--- src/rtl/plot_arbiter.sv ---
// Three-requester round-robin arbiter that multiplexes pixel writes onto one
// VGA adapter port. Optional watchdog enabled by defining PLOT_ARB_TIMEOUT_EN.
module plot_arbiter (
    input  logic       clock,
    input  logic       reset,
    input  logic [2:0] req,
    input  logic [7:0] x0,
    input  logic [7:0] x1,
    input  logic [7:0] x2,
    input  logic [6:0] y0,
    input  logic [6:0] y1,
    input  logic [6:0] y2,
    input  logic [2:0] colour0,
    input  logic [2:0] colour1,
    input  logic [2:0] colour2,
    input  logic       plot0,
    input  logic       plot1,
    input  logic       plot2,
    output logic [2:0] gnt,
    output logic [7:0] out_x,
    output logic [6:0] out_y,
    output logic [2:0] out_colour,
    output logic       plot,
    output logic       busy,
    output logic       timeout
);

    typedef enum logic [1:0] {
        IDLE    = 2'd0,
        GRANTED = 2'd1,
        GAP     = 2'd2
    } state_t;

    localparam logic [7:0] X_MAX = 8'd159;
    localparam logic [6:0] Y_MAX = 7'd119;

    state_t     state;
    logic [1:0] win;
    logic [1:0] last_winner;

    // (base + off) mod 3 for base, off in 0..2
    function automatic logic [1:0] rr_index(input logic [1:0] base, input logic [1:0] off);
        logic [2:0] sum;
        sum = {1'b0, base} + {1'b0, off};
        return (sum >= 3'd3) ? 2'(sum - 3'd3) : sum[1:0];
    endfunction

    logic [1:0] start;
    logic [1:0] cand [3];
    logic [1:0] pick;
    logic       pick_valid;

    assign start = (last_winner >= 2'd2) ? 2'd0 : last_winner + 2'd1;

    generate
        for (genvar gi = 0; gi < 3; gi++) begin : g_cand
            assign cand[gi] = rr_index(start, 2'(gi));
        end
    endgenerate

    always_comb begin
        pick       = start;
        pick_valid = 1'b0;
        if (req[cand[0]]) begin
            pick       = cand[0];
            pick_valid = 1'b1;
        end else if (req[cand[1]]) begin
            pick       = cand[1];
            pick_valid = 1'b1;
        end else if (req[cand[2]]) begin
            pick       = cand[2];
            pick_valid = 1'b1;
        end
    end

    logic       sel_req;
    logic [7:0] sel_x;
    logic [6:0] sel_y;
    logic [2:0] sel_colour;
    logic       sel_plot;
    logic       on_screen;

    always_comb begin
        sel_req    = req[2];
        sel_x      = x2;
        sel_y      = y2;
        sel_colour = colour2;
        sel_plot   = plot2;
        case (win)
            2'd0: begin
                sel_req    = req[0];
                sel_x      = x0;
                sel_y      = y0;
                sel_colour = colour0;
                sel_plot   = plot0;
            end
            2'd1: begin
                sel_req    = req[1];
                sel_x      = x1;
                sel_y      = y1;
                sel_colour = colour1;
                sel_plot   = plot1;
            end
            default: ;
        endcase
    end

    assign on_screen = (sel_x <= X_MAX) && (sel_y <= Y_MAX);
    assign busy      = (state != IDLE);

`ifdef PLOT_ARB_TIMEOUT_EN
    logic [11:0] wd_count;
    logic        wd_expire;
    logic        timeout_reg;

    assign wd_expire = (wd_count == 12'hFFF);
    assign timeout   = timeout_reg;
`else
    logic wd_expire;

    assign wd_expire = 1'b0;
    assign timeout   = 1'b0;
`endif

    always_ff @(posedge clock or posedge reset) begin
        if (reset) begin
            state       <= IDLE;
            win         <= 2'd0;
            last_winner <= 2'd2;
            gnt         <= 3'b000;
            plot        <= 1'b0;
            out_x       <= 8'd0;
            out_y       <= 7'd0;
            out_colour  <= 3'd0;
`ifdef PLOT_ARB_TIMEOUT_EN
            wd_count    <= 12'd0;
            timeout_reg <= 1'b0;
`endif
        end else begin
`ifdef PLOT_ARB_TIMEOUT_EN
            timeout_reg <= 1'b0;
`endif
            case (state)
                IDLE: begin
                    plot <= 1'b0;
                    if (pick_valid) begin
                        state <= GRANTED;
                        win   <= pick;
                        gnt   <= 3'b001 << pick;
`ifdef PLOT_ARB_TIMEOUT_EN
                        wd_count <= 12'd0;
`endif
                    end else begin
                        gnt <= 3'b000;
                    end
                end
                GRANTED: begin
                    if (!sel_req) begin
                        // Strobe in the release cycle is discarded on purpose.
                        state <= GAP;
                        gnt   <= 3'b000;
                        plot  <= 1'b0;
                    end else if (wd_expire) begin
                        state <= GAP;
                        gnt   <= 3'b000;
                        plot  <= 1'b0;
`ifdef PLOT_ARB_TIMEOUT_EN
                        timeout_reg <= 1'b1;
`endif
                    end else begin
                        out_x      <= sel_x;
                        out_y      <= sel_y;
                        out_colour <= sel_colour;
                        plot       <= sel_plot && on_screen;
`ifdef PLOT_ARB_TIMEOUT_EN
                        wd_count   <= wd_count + 12'd1;
`endif
                    end
                end
                GAP: begin
                    last_winner <= win;
                    state       <= IDLE;
                    gnt         <= 3'b000;
                    plot        <= 1'b0;
                end
                default: begin
                    state <= IDLE;
                    gnt   <= 3'b000;
                    plot  <= 1'b0;
                end
            endcase
        end
    end

endmodule

--- config.mk ---
export PLATFORM = sky130hd
export DESIGN_NAME = plot_arbiter
export DESIGN_NICKNAME = d
export VERILOG_FILES = /design/src/rtl/plot_arbiter.sv
export SDC_FILE = /design/constraint.sdc
export NUM_CORES = 1
export LEC_CHECK = 0
export CAP_MARGIN = 20
export CORE_MARGIN = 10
export CORE_UTILIZATION = 35
export DETAILED_ROUTE_END_ITERATION = 6
export GPL_TIMING_DRIVEN = 0
export PLACE_DENSITY = 0.77
export SYNTH_ARGS = -nofsm -noshare
export SYNTH_HDL_FRONTEND = slang
export SYNTH_SLANG_ARGS = --single-unit
--- constraint.sdc ---
create_clock -name clock -period 1.57 [get_ports clock]
set_clock_uncertainty 0.2 [all_clocks]
set_input_delay 0.157 -clock clock [delete_from_list [all_inputs] [get_ports clock]]
set_output_delay 0.157 -clock clock [all_outputs]
set_load 0.01 [all_outputs]
==> flow_summary.ini, run 1 <==
[outcome]
status = finished, violations left
failed_checks = negative setup slack

[setup_path]
crit_type = reg2reg
timing.rr.start = win[0]$_DFFE_PP0P_
cp.required_ps = 1520
rrSetupSlack_ps = -200
worst-path-max-fanout = 4
cp-end-kind = register
arrival_ps = 1720
start_kind = register
rr_worst_depth = 6
r2r_end = plot$_DFF_PP0_

[layout]
diodes = 0
mostFrequentLayoutCell = clkdlybuf4s50_1
areaGrowthSynthToFinish_pct = 77.4
final_cell_mix = clkdlybuf4s50_1 (69), dfrtp_1 (27), nand2_1 (23)
stdcell_count = 315
finish.net_count = 326
final_layout_size_suffix_gt1_share_pct = 16.7
nFillCells = 365
fin_util_pct = 63.5

[pwr]
ir_drop_uv = 640
p_per_area_nw_per_um2 = 1710
p_leak_uw = 0.00136
finalPower_uw = 4680

[sta]
slew_headroom_pct = 63.2
finalSetupViolCount = 21
finalWorstSetupSlack_ps = -200
fmax_ghz = 0.565
fin_crit_ps = 1770
worst_slew_pin_slew_ps = 551
period_share_pct = 113
fin_setup_tns_ps = -2430
rsz0062_at_grt = true
finalMaxSlewViolations = 0
hold_violations = 0

[grt]
antenna_found_initial = 0
grt_max_degree = 29
grt-ovfl-total = 0
grt_util_all_layers_pct = 13.1
grt_pass1_vias = 1643
grt_pass1_wl_microns = 7990

[placement]
place_congestion = 0.783
dp_hpwl_microns = 3900
io_buffers = 84
post-place-cells = 302
pre_cts_slack_ps = -462

[die]
core_sq_um = 4320
die_area_sq_um = 7480
row_count = 24
die_width_microns = 86.5
dieHeight_microns = 86.5
start_util_pct = 35.8
pin_count = 86

[synthesis]
ys_seq_area_share_pct = 45.4
syn_area_per_cell_sq_um = 9.32
synth_cell_types = 29
ys_ff_latch = 28
syn_nets = 228
synth_cells = 166
synthesis.area_sq_um = 1550
synth_warnings = 0

[clocking]
cts_tree = yes
clockRootBuffer = clkbuf_8
cts_hold_buf = 0
htreeDepth = 1
clkSinkCount = 28
clk_transition_reported_paths_ps = 100
clk_latency_ps = 270
cts_buffer_depth = 2
cts_buffers = 3

[route]
num_vias = 1563
wl_per_cell_microns = 15.8
viasPerCell = 4.96
wirelength_microns = 4970
drtIter0Drc = 74
ant_nets = 0
drc_errors = 0
drtPass1Iterations = 4

[flow_run]
cap_viol_max_count = 0

[worst_hold_path]
hp-class = in2async
-- critical path, stage by stage, from the launching register on --
cell and delay [ps]:
dfrtp_1 380, buf_6 130, buf_4 120, mux2_2 220, mux2i_1 90, nor4_1 440, nor4_2 70
-- area by class of cell --
cell class | instances | area, sq um | area share, %
Inverter | 3 | 11.3 | 0.410
Buffer | 11 | 116 | 4.24
Sequential cell | 28 | 702 | 25.6
Timing Repair Buffer | 93 | 946 | 34.5
Clock buffer | 3 | 41.3 | 1.50
Multi-Input combinational cell | 124 | 832 | 30.3
Tap cell | 52 | 65.1 | 2.37
Clock inverter | 1 | 30.0 | 1.09
-- flip-flops by register name (all words and copies together) (netlist names) --
name	cells
out_x	8
out_y	7
gnt	3
out_colour	3
last_winner	2
state	2
win	2
plot	1
-- through the flow --
stage               hold slack, ps  instance area, sq um
detailed placement             272                  2480
finish                        15.4                  2740
global route                  67.5                  2740
global placement               267                  2480
floorplan                     21.7                  1580
CTS                            271                  2640
-- layer usage --
metal  vias to the layer above  share of wire [%]  global-route usage [%]
met1                       729                 41                    13.8
met3                         2                8.4                    4.97
met5                         -                  0                       0
li1                        771                  -                       -
met4                         0               0.77                    3.53
met2                        61                 50                    23.6
-- synthesized netlist by cell type (all sizes together) --
master    n  area [sq um]
a211o     1          8.76
a211oi    2          15.0
a21oi    15          75.1
a2bb2oi   1          8.76
a32o      1          10.0
a32oi     1          8.76
buf      10          65.1
clkbuf    1          3.75
conb      1          3.75
dfrtp    27           676
dfstp     1          26.3
inv       3          11.3
mux2      8          97.6
mux2i    20           200
nand2    23          86.3
nand2b    3          18.8
nor2     17          63.8
nor2b     2          12.5
nor3      1          5.00
nor4      2          12.5
o21ai    22           110
o21bai    2          15.0
or2       2          12.5
-- how the worst max path moves through the flow --
stage	from	endpoint	slack [ps]	depth (start not counted)
2_1_floorplan	win[0]$_DFFE_PP0P_	plot$_DFF_PP0_	-60	6
3_3_place_gp	req[1]	out_y[1]$_DFFE_PP0P_	-450	5
3_5_place_dp	req[1]	out_colour[0]$_DFFE_PP0P_	-460	5
4_1_cts	win[0]$_DFFE_PP0P_	plot$_DFF_PP0_	-140	6
5_1_grt	win[0]$_DFFE_PP0P_	plot$_DFF_PP0_	-260	6
6_report	win[0]$_DFFE_PP0P_	plot$_DFF_PP0_	-200	6
-- cell families after synthesis --
kind of cell / synth area share (%)
buf+inv: 5.18
compound gates: 16.3
mux: 19.3
flops: 45.4
other cells: 0.242
simple gates: 13.7
-- what timing repair did --
action	4_1_cts	5_1_grt
hold endpoints to repair	0	0
resized for setup	13	23
endpoints found under the setup margin	23	39
setup buffers	6	2
pin swaps	1	2
-- where the power goes --
part / switching [uW] / internal, uW / total, uW
registers: 175 / 1070 / 1240
logic: 1330 / 1550 / 2870
clock network: 224 / 341 / 565
total: 1730 / 2950 / 4680
Note: power is estimated with default switching activity, not from simulation.
==> inputs of run 2 (changes only) <==
--- a/config.mk
+++ b/config.mk
@@ -11,6 +11,7 @@
 export DETAILED_ROUTE_END_ITERATION = 6
 export GPL_TIMING_DRIVEN = 0
 export PLACE_DENSITY = 0.77
+export RECOVER_POWER = 25
 export SYNTH_ARGS = -nofsm -noshare
 export SYNTH_HDL_FRONTEND = slang
 export SYNTH_SLANG_ARGS = --single-unit
==> run 2 against run 1 <==
Net effect:
- the run still ends with negative setup slack left
- critical endpoint unchanged
- via count did not move
- clock power barely moved
- worst setup slack did not move
- die area did not move
- non-clock buffer count did not move
- register-to-register slack barely moved
- cell count did not move
- critical path depth did not move
- combinational power barely moved
- global-route usage did not move
- fmax did not move
- design area did not move
==> flow_summary.ini, run 2 (synthesized netlist as in run 1, its figures left out) <==
[clocking]
clk_latency_ps = 270
clkSinkCount = 28
htreeDepth = 1
clk_transition_reported_paths_ps = 100
clockRootBuffer = clkbuf_8
cts_buffer_depth = 2
cts_buffers = 3
cts_tree = yes

[setup_path]
start_kind = register
worst-path-max-fanout = 4
cp.required_ps = 1520
cp-end-kind = register
timing.rr.start = win[0]$_DFFE_PP0P_
arrival_ps = 1720
crit_type = reg2reg
rrSetupSlack_ps = -200
r2r_end = plot$_DFF_PP0_
rr_worst_depth = 6

[sta]
fin_setup_tns_ps = -2430
worst_slew_pin_slew_ps = 551
hold_violations = 0
finalWorstSetupSlack_ps = -200
rsz0062_at_grt = true
finalSetupViolCount = 21
fmax_ghz = 0.565
fin_crit_ps = 1770
finalMaxSlewViolations = 0
period_share_pct = 113
slew_headroom_pct = 63.2

[layout]
regMostFlops = out_x
top_regs = out_x x8, out_y x7
fin_util_pct = 63.5
diodes = 0
design_area_sq_um = 2740
nFillCells = 365
final_cell_mix = clkdlybuf4s50_1 (68), dfrtp_1 (27), nand2_1 (23)
finish.net_count = 326
mostFrequentLayoutCell = clkdlybuf4s50_1
areaGrowthSynthToFinish_pct = 77.4
final_layout_size_suffix_gt1_share_pct = 16.7
largest_reg_flops = 8

[pwr]
ir_drop_uv = 640
p_leak_uw = 0.00136
p_per_area_nw_per_um2 = 1710

[route]
drc_errors = 0
drtPass1Iterations = 4
wl_per_cell_microns = 15.8
drtIter0Drc = 74
ant_nets = 0
viasPerCell = 4.96
wirelength_microns = 4970
num_vias = 1563

[grt]
grt_util_all_layers_pct = 13.1
antenna_found_initial = 0
grt_pass1_wl_microns = 7990
grt-ovfl-total = 0
grt_pass1_vias = 1643
grt_max_degree = 29

[die]
pin_count = 86
die_area_sq_um = 7480
dieHeight_microns = 86.5
die_width_microns = 86.5
start_util_pct = 35.8
core_sq_um = 4320
row_count = 24

[placement]
placed_area_sq_um = 2480
dp_hpwl_microns = 3900
pre_cts_slack_ps = -462
place_congestion = 0.783
io_buffers = 84

[outcome]
failed_checks = negative setup slack
status = finished, violations left

[worst_hold_path]
hp-class = in2async

[flow_run]
cap_viol_max_count = 0
run 2: cell count changes in the layout (fill, tap and decap cells not counted):
cell             delta
clkdlybuf4s50_1     -1
dlygate4sd3_1       +1
run 2: cell type report:
cell class              instances  area, sq um  share of cell area (%)
plain buffers                  11          116                    4.24
repair buffers                 93          946                    34.5
clock inverters                 1         30.0                    1.09
flip-flops and latches         28          702                    25.6
multi-input cells             124          832                    30.3
inverters                       3         11.3                   0.410
clock buffers                   3         41.3                    1.50
well taps                      52         65.1                    2.37
run 2: how the worst max path moves through the flow:
| stage | startpoint | end | slack, ps | cells after the start |
|---|---|---|---|---|
| 3_3_place_gp | req[1] | out_y[1]$_DFFE_PP0P_ | -450 | 5 |
| 2_1_floorplan | win[0]$_DFFE_PP0P_ | plot$_DFF_PP0_ | -60 | 6 |
| 5_1_grt | win[0]$_DFFE_PP0P_ | plot$_DFF_PP0_ | -260 | 6 |
| 6_report | win[0]$_DFFE_PP0P_ | plot$_DFF_PP0_ | -200 | 6 |
| 4_1_cts | win[0]$_DFFE_PP0P_ | plot$_DFF_PP0_ | -140 | 6 |
| 3_5_place_dp | req[1] | out_colour[0]$_DFFE_PP0P_ | -460 | 5 |
run 2: repair_timing:
| item | CTS | global route |
|---|---|---|
| gates cloned | 0 | 0 |
| pin swaps | 1 | 2 |
| endpoints found under the setup margin | 23 | 39 |
| resized for setup | 13 | 23 |
| endpoints found under the hold margin | 0 | 0 |
| setup buffers | 6 | 2 |
| hold buffers | 0 | 0 |
run 2: metrics by stage:
stage	std cells	power (uW)	hold slack, ps
final	315	4680	153
after global routing	315	5050	204
after CTS	312	4650	271
after detailed placement	302	3880	272
after global placement	302	3840	267
after floorplan	166	2800	21.7
run 2: power by group:
part / internal (uW) / switching [uW] / leakage, uW / total, uW
clock network: 341 / 224 / 0.0000357 / 565
registers: 1070 / 175 / 0.000348 / 1240
logic: 1550 / 1330 / 0.000981 / 2870
run 2: critical path: stages, from the launching register on:
cell,delay (ps)
dfrtp_1,380
buf_6,130
buf_4,120
mux2_2,220
mux2i_1,90
nor4_1,440
nor4_2,70
run 2: per-layer routing:
metal	GRT usage [%]	part of all wire [%]	vias up
met5	0	0	-
met4	3.53	0.77	0
met3	4.97	8.4	2
met2	23.6	50	61
met1	13.8	41	729
li1	-	-	771
